**src/rtl/rv_pkg.sv**
```systemverilog
// rv_pkg: shared RV32 core definitions (data width, register count, address width, zero register index)
package rv_pkg;
  localparam int XLEN = 32;
  localparam int NREGS = 32;
  localparam int AW = $clog2(NREGS);
  localparam int REG_ZERO = 0;
endpackage

```
**src/rtl/rf_read_port.sv**
```systemverilog
// rf_read_port: one register-file read port with zero/bypass/ready selection and optional output register
//   clk, reset          clock, async active-high reset (clears the output register)
//   addr_i              register address for this port
//   reg_i, pend_i       stored value and pending bit of the addressed register
//   we0_i/wa0_i/wd0_i   write port 0 (ALU writeback)
//   we1_i/wa1_i/wd1_i   write port 1 (load return, higher priority)
//   data_o, ready_o     read data and "no pending producer" flag
module rf_read_port #(
  parameter int XLEN = 32,
  parameter int AW = 5,
  parameter bit ZERO_REG = 1'b1,
  parameter bit BYPASS = 1'b1,
  parameter bit SYNC_READ = 1'b0
) (
  input  logic            clk,
  input  logic            reset,
  input  logic [AW-1:0]   addr_i,
  input  logic [XLEN-1:0] reg_i,
  input  logic            pend_i,
  input  logic            we0_i,
  input  logic [AW-1:0]   wa0_i,
  input  logic [XLEN-1:0] wd0_i,
  input  logic            we1_i,
  input  logic [AW-1:0]   wa1_i,
  input  logic [XLEN-1:0] wd1_i,
  output logic [XLEN-1:0] data_o,
  output logic            ready_o
);
  import rv_pkg::REG_ZERO;
  // A registered read captures the value as it will stand after the edge,
  // so forwarding is always applied when the output is registered.
  localparam bit FWD = BYPASS || SYNC_READ;
  logic            is_zero, hit0, hit1, ready_d, ready_q;
  logic [XLEN-1:0] data_d, data_q;
  assign is_zero = ZERO_REG && addr_i == AW'(REG_ZERO);
  assign hit0 = FWD && we0_i && wa0_i == addr_i;
  assign hit1 = FWD && we1_i && wa1_i == addr_i;
  assign data_d = is_zero ? '0 : hit1 ? wd1_i : hit0 ? wd0_i : reg_i;
  assign ready_d = !pend_i || hit0 || hit1;
  // In combinational mode these flops have no load and are trimmed away.
  always_ff @(posedge clk or posedge reset)
    if (reset) begin
      data_q  <= '0;
      ready_q <= 1'b1;
    end else begin
      data_q  <= data_d;
      ready_q <= ready_d;
    end
  assign data_o  = SYNC_READ ? data_q : data_d;
  assign ready_o = SYNC_READ ? ready_q : ready_d;
endmodule

```
**src/rtl/regfile_mp.sv**
```systemverilog
// regfile_mp: multi-port register file with two prioritised write ports, bypass and pending scoreboard
//   clk, reset           clock, async active-high reset (clears registers and pending bits)
//   rs_addr              NRP packed read addresses, port p at [p*AW +: AW]
//   rd_data, rd_ready    NRP packed read data and per-port ready flags
//   we0/wa0/wd0          write port 0 (ALU writeback)
//   we1/wa1/wd1          write port 1 (load return, wins on address conflict)
//   alloc_en, alloc_rd   mark a register pending when a producer issues
module regfile_mp #(
  parameter int XLEN = rv_pkg::XLEN,
  parameter int NREGS = rv_pkg::NREGS,
  parameter int NRP = 2,
  parameter bit ZERO_REG = 1'b1,
  parameter bit BYPASS = 1'b1,
  parameter bit SYNC_READ = 1'b0,
  localparam int AW = $clog2(NREGS)
) (
  input  logic                clk,
  input  logic                reset,
  input  logic [NRP*AW-1:0]   rs_addr,
  output logic [NRP*XLEN-1:0] rd_data,
  output logic [NRP-1:0]      rd_ready,
  input  logic                we0,
  input  logic [AW-1:0]       wa0,
  input  logic [XLEN-1:0]     wd0,
  input  logic                we1,
  input  logic [AW-1:0]       wa1,
  input  logic [XLEN-1:0]     wd1,
  input  logic                alloc_en,
  input  logic [AW-1:0]       alloc_rd
);
  import rv_pkg::REG_ZERO;
  logic [XLEN-1:0]  regs_q [NREGS];
  logic [XLEN-1:0]  regs_d [NREGS];
  logic [NREGS-1:0] pend_q, pend_d;
  function automatic logic wr_ok(input logic [AW-1:0] a);
    return !(ZERO_REG && a == AW'(REG_ZERO));
  endfunction
  // Port 1 is applied after port 0 so it wins on a shared address; alloc is
  // applied last so a newly issued producer outranks a completing one.
  always_comb begin
    regs_d = regs_q;
    pend_d = pend_q;
    if (we0) pend_d[wa0] = 1'b0;
    if (we1) pend_d[wa1] = 1'b0;
    if (we0 && wr_ok(wa0)) regs_d[wa0] = wd0;
    if (we1 && wr_ok(wa1)) regs_d[wa1] = wd1;
    if (alloc_en && wr_ok(alloc_rd)) pend_d[alloc_rd] = 1'b1;
  end
  always_ff @(posedge clk or posedge reset)
    if (reset) begin
      regs_q <= '{default: '0};
      pend_q <= '0;
    end else begin
      regs_q <= regs_d;
      pend_q <= pend_d;
    end
  for (genvar p = 0; p < NRP; p++) begin : g_rp
    logic [AW-1:0] a;
    assign a = rs_addr[p*AW +: AW];
    rf_read_port #(
      .XLEN(XLEN), .AW(AW), .ZERO_REG(ZERO_REG), .BYPASS(BYPASS), .SYNC_READ(SYNC_READ)
    ) u_rp (
      .clk(clk), .reset(reset), .addr_i(a), .reg_i(regs_q[a]), .pend_i(pend_q[a]),
      .we0_i(we0), .wa0_i(wa0), .wd0_i(wd0), .we1_i(we1), .wa1_i(wa1), .wd1_i(wd1),
      .data_o(rd_data[p*XLEN +: XLEN]), .ready_o(rd_ready[p])
    );
  end
endmodule

```
**config.mk**
```make
export PLATFORM = sky130hd
export DESIGN_NAME = regfile_mp
export DESIGN_NICKNAME = d
export VERILOG_FILES = /design/src/rtl/rv_pkg.sv /design/src/rtl/rf_read_port.sv /design/src/rtl/regfile_mp.sv
export SDC_FILE = /design/constraint.sdc
export NUM_CORES = 2
export LEC_CHECK = 0
export ABC_AREA = 0
export BUFFER_PORTS_ARGS = -buffer_cell sky130_fd_sc_hd__buf_2
export CORE_AREA = 8 8 394 396
export CTS_BUF_LIST = sky130_fd_sc_hd__clkbuf_8
export DETAILED_ROUTE_END_ITERATION = 10
export DIE_AREA = 0 0 402 404
export SLEW_MARGIN = 20
export SYNTH_ARGS = -nofsm -noshare
export SYNTH_HDL_FRONTEND = slang
export SYNTH_SLANG_ARGS = --single-unit
```
**constraint.sdc**
```tcl
create_clock -name clk -period 106.5 [get_ports clk]
set_input_delay 21.3 -clock clk [delete_from_list [all_inputs] [get_ports clk]]
set_output_delay 21.3 -clock clk [all_outputs]
set_load 0.02 [all_outputs]
```
==> impl_results.md <==
* Cell taking the most area after synthesis: dfrtp_1
* Clk buf depth at 3
* Dominant synthesized flop cell: dfrtp_1
* DR iter-0 viols at 10700
* First-pass GRT wire length at 435000 um
* Status: finished, final reports clean
* Filler instances at 13600
* Post-synth ARST share at 100%
* Flop pwr share at 43.8%
* Layout cells sized above 1 at 19.4%
* Least-Margin Pin Slew at between 1 and 1.5 ns
* Slowest library cell on the worst path: buf_4
* Max-Slew Margin vs Limit at 13.5%
* Largest net degree at the start of global routing at ~190
* Vias in the first global route at ~55000
* ANT nets after route at 0
* Worst EP required at 85.20 ns
* Die Wd at between 400 and 500 um
* Sw Ratio at 34.0%
* Crit Path Class: input port to output pin
* Setup TNS at 0 ns
* Syn nets at 6599
* Sequential fraction of the synthesis area at around two fifths
* Remaining DRCs at 0
* Post-Syn Area per Cell at 10.2 um^2
* Cell internal pwr at roughly 890 uW
* Worst-skew pair later-pin latency at 0.98 ns
* Max stage delay on crit path at 0.78 ns
* # IOs at 160
* Pwr Density at ~19 nW/um^2
* Die area at 162000 um^2
* P_leak at roughly 34 nW
* FF+latch count, synth at 1056
* Crit path launch type: input port
* EDFF count, synth at 0
* Inserted Clock Buffers at 189
* H-tree depth at 4
* Die height at 404 um
* Slew Limit Fails at 0
* Final hold vios at 0
* WL final at 314000 um
* RSZ-0062 raised after global routing: no
* Min Tclk post-route at 47.24 ns
* Global route overflow at 0
* Worst Path Arrival at 25.94 ns
* Design area at ~72000 um^2
* DPL Wire Length at 179000 um
* Hold buffers post-CTS at 0
* CTS tree: built
* Period utilisation layout at 44.4%
* Reg clk slew, reported paths at 0.06 ns
* Via density at just over 7
* CP most frequent cell: buf_4
* Max_cap viols at 0
* Total global-route track usage at 37.2%
* Pre-Repair DR Iteration Count at 7
* Peak VDD IR at 15.9 uV
* Highest-count cells in the layout ignoring fill and taps: dfrtp_1, mux2i_1, nor2_1
* Final Skew at 0 ns
* Setup Fix Bufs, Post-CTS at 0
* Distinct cells, synth at 67
* Initial antenna violation count at 39
* Commonest non-fill, non-tap cell in the layout: dfrtp_1
* Via count at a little under 60000
* Min-delay worst type: register to register
* GPL Wtd Cong at 0.952
* Area added between synthesis and finish at 8.02%
* Core area at 149000 um^2
* Final setup violating endpoints at 0
* Syn Std Cell Area at 66600 um^2
* Ys Warns at 0
* Clock share of power at 29.3%
* Worst-path cell chain: buf_8, buf_4, buf_4, buf_4, mux4_2, a22oi_1, nor2_1, a2111oi_0, o31ai_1, buf_2
* Area share of the largest cell type after synthesis at around two fifths
* Routed len/inst at 37.8 um
* PortBufs at 159
* Synth top area cells: dfrtp_1, mux4_2, mux2i_1
* Endpoint type of the worst setup path: output pin
* Fmax at 21.2 MHz
* # rows at 142
* Post-CTS Resized at 0
* DP Area at approximately 68000 um^2
* Syn Inst Count at 6505
* Sw power at 458 uW
* Final net count at about 6300
* Combinational fraction of design power at between 20% and 30%
* Worst-path fanout max at slightly below 60
* CTS Root Cell: clkbuf_8
* Sink Count at 1056
* Initial Utilization at ~45%
-- flip-flops by register name, summed over array words and instances, names as in the netlist --
signal / count
regs_q: 1024
pend_q: 32
-- worst max-delay path, delay by kind of cell --
family                 cells  cell delay [ns]
AOI/OAI and AO/OA          3             0.93
muxes                      1             0.60
buffers and inverters      5             2.86
and+or+nand+nor            1             0.06
-- logic make-up after synthesis --
kind of cell	share of synthesized area (%)
multiplexers	31.2
buffers and inverters	5.61
XOR/XNOR	0.263
AO/OA/AOI/OAI	14.9
flip-flops	39.7
AND/OR/NAND/NOR	8.36
-- final timing paths --
kind | depth (start not counted) | startpoint | slack, ns | end
max | 10 | rs_addr[5] | 59.26 | rd_data[53]
min | 0 | regs_q[1007] | 0.40 | regs_q[1007]
max reg2reg | 2 | pend_q[0] | 105.34 | pend_q[0]
min reg2reg | 0 | regs_q[1007] | 0.40 | regs_q[1007]
max in group asynchronous | 5 | reset | 82.86 | regs_q[235]
min in group asynchronous | 2 | reset | 20.48 | regs_q[44]
-- metal layers --
metal,track usage [%],part of all wire [%]
met5,0.292,0.024
met4,26.9,8.7
met3,16.5,15
met2,51.1,41
met1,46.4,36
-- cells in the mapped netlist (all sizes together), types with 3 or more instances --
cell	count
dfrtp	1056
mux2i	968
nor2	625
nand2	600
o21ai	571
a21oi	566
clkbuf	512
mux4	440
buf	312
a22oi	295
mux2	105
o22ai	79
inv	36
nor3	32
a32o	30
a32oi	25
o221ai	25
o31ai	23
nand2b	18
a31oi	16
xnor2	16
nand3	15
a2111oi	14
and2	14
a311oi	13
a22o	10
or2	10
nor2b	8
nand4	7
or3b	7
a211oi	5
a221oi	5
and3	5
and3b	5
nand3b	5
nor3b	5
or3	5
xor2	4
a221o	3
-- final cells by class --
cell class                      instances  area, um^2  area share [%]
Multi-Input combinational cell       4587       37100            51.5
Sequential cell                      1056       26400            36.7
Clock buffer                          235        3230            4.49
Tap cell                             1944        2430            3.38
Timing Repair Buffer                  295        1990            2.76
Clock inverter                        102         539           0.749
Inverter                               38         150           0.209
Antenna cell                           46         115           0.160
-- metrics by stage --
| step | hold WS (ns) | total power, mW | instances | worst slack [ns] | util (%) |
|---|---|---|---|---|---|
| global placement | 0.377 | 0.929 | 7917 | 59.19 | 45.6 |
| finish | 0.396 | 1.35 | 8303 | 59.26 | 48.3 |
| floorplan | 0.441 | 0.832 | 6505 | 55.48 | - |
| CTS | 0.396 | 1.33 | 8256 | 59.17 | 48.2 |
| global route | 0.406 | 1.40 | 8270 | 58.92 | 48.3 |
| detailed placement | 0.384 | 0.942 | 7919 | 59.16 | 45.7 |
-- power groups by stage --
stage | combinational, mW | clock (mW) | sequential [mW]
2_1_floorplan | 0.270 | 0 | 0.563
3_3_place_gp | 0.344 | 0 | 0.585
3_5_place_dp | 0.352 | 0 | 0.590
4_1_cts | 0.352 | 0.394 | 0.584
5_1_grt | 0.385 | 0.411 | 0.600
6_report | 0.362 | 0.394 | 0.590
Power figures use the tool's default switching activity.
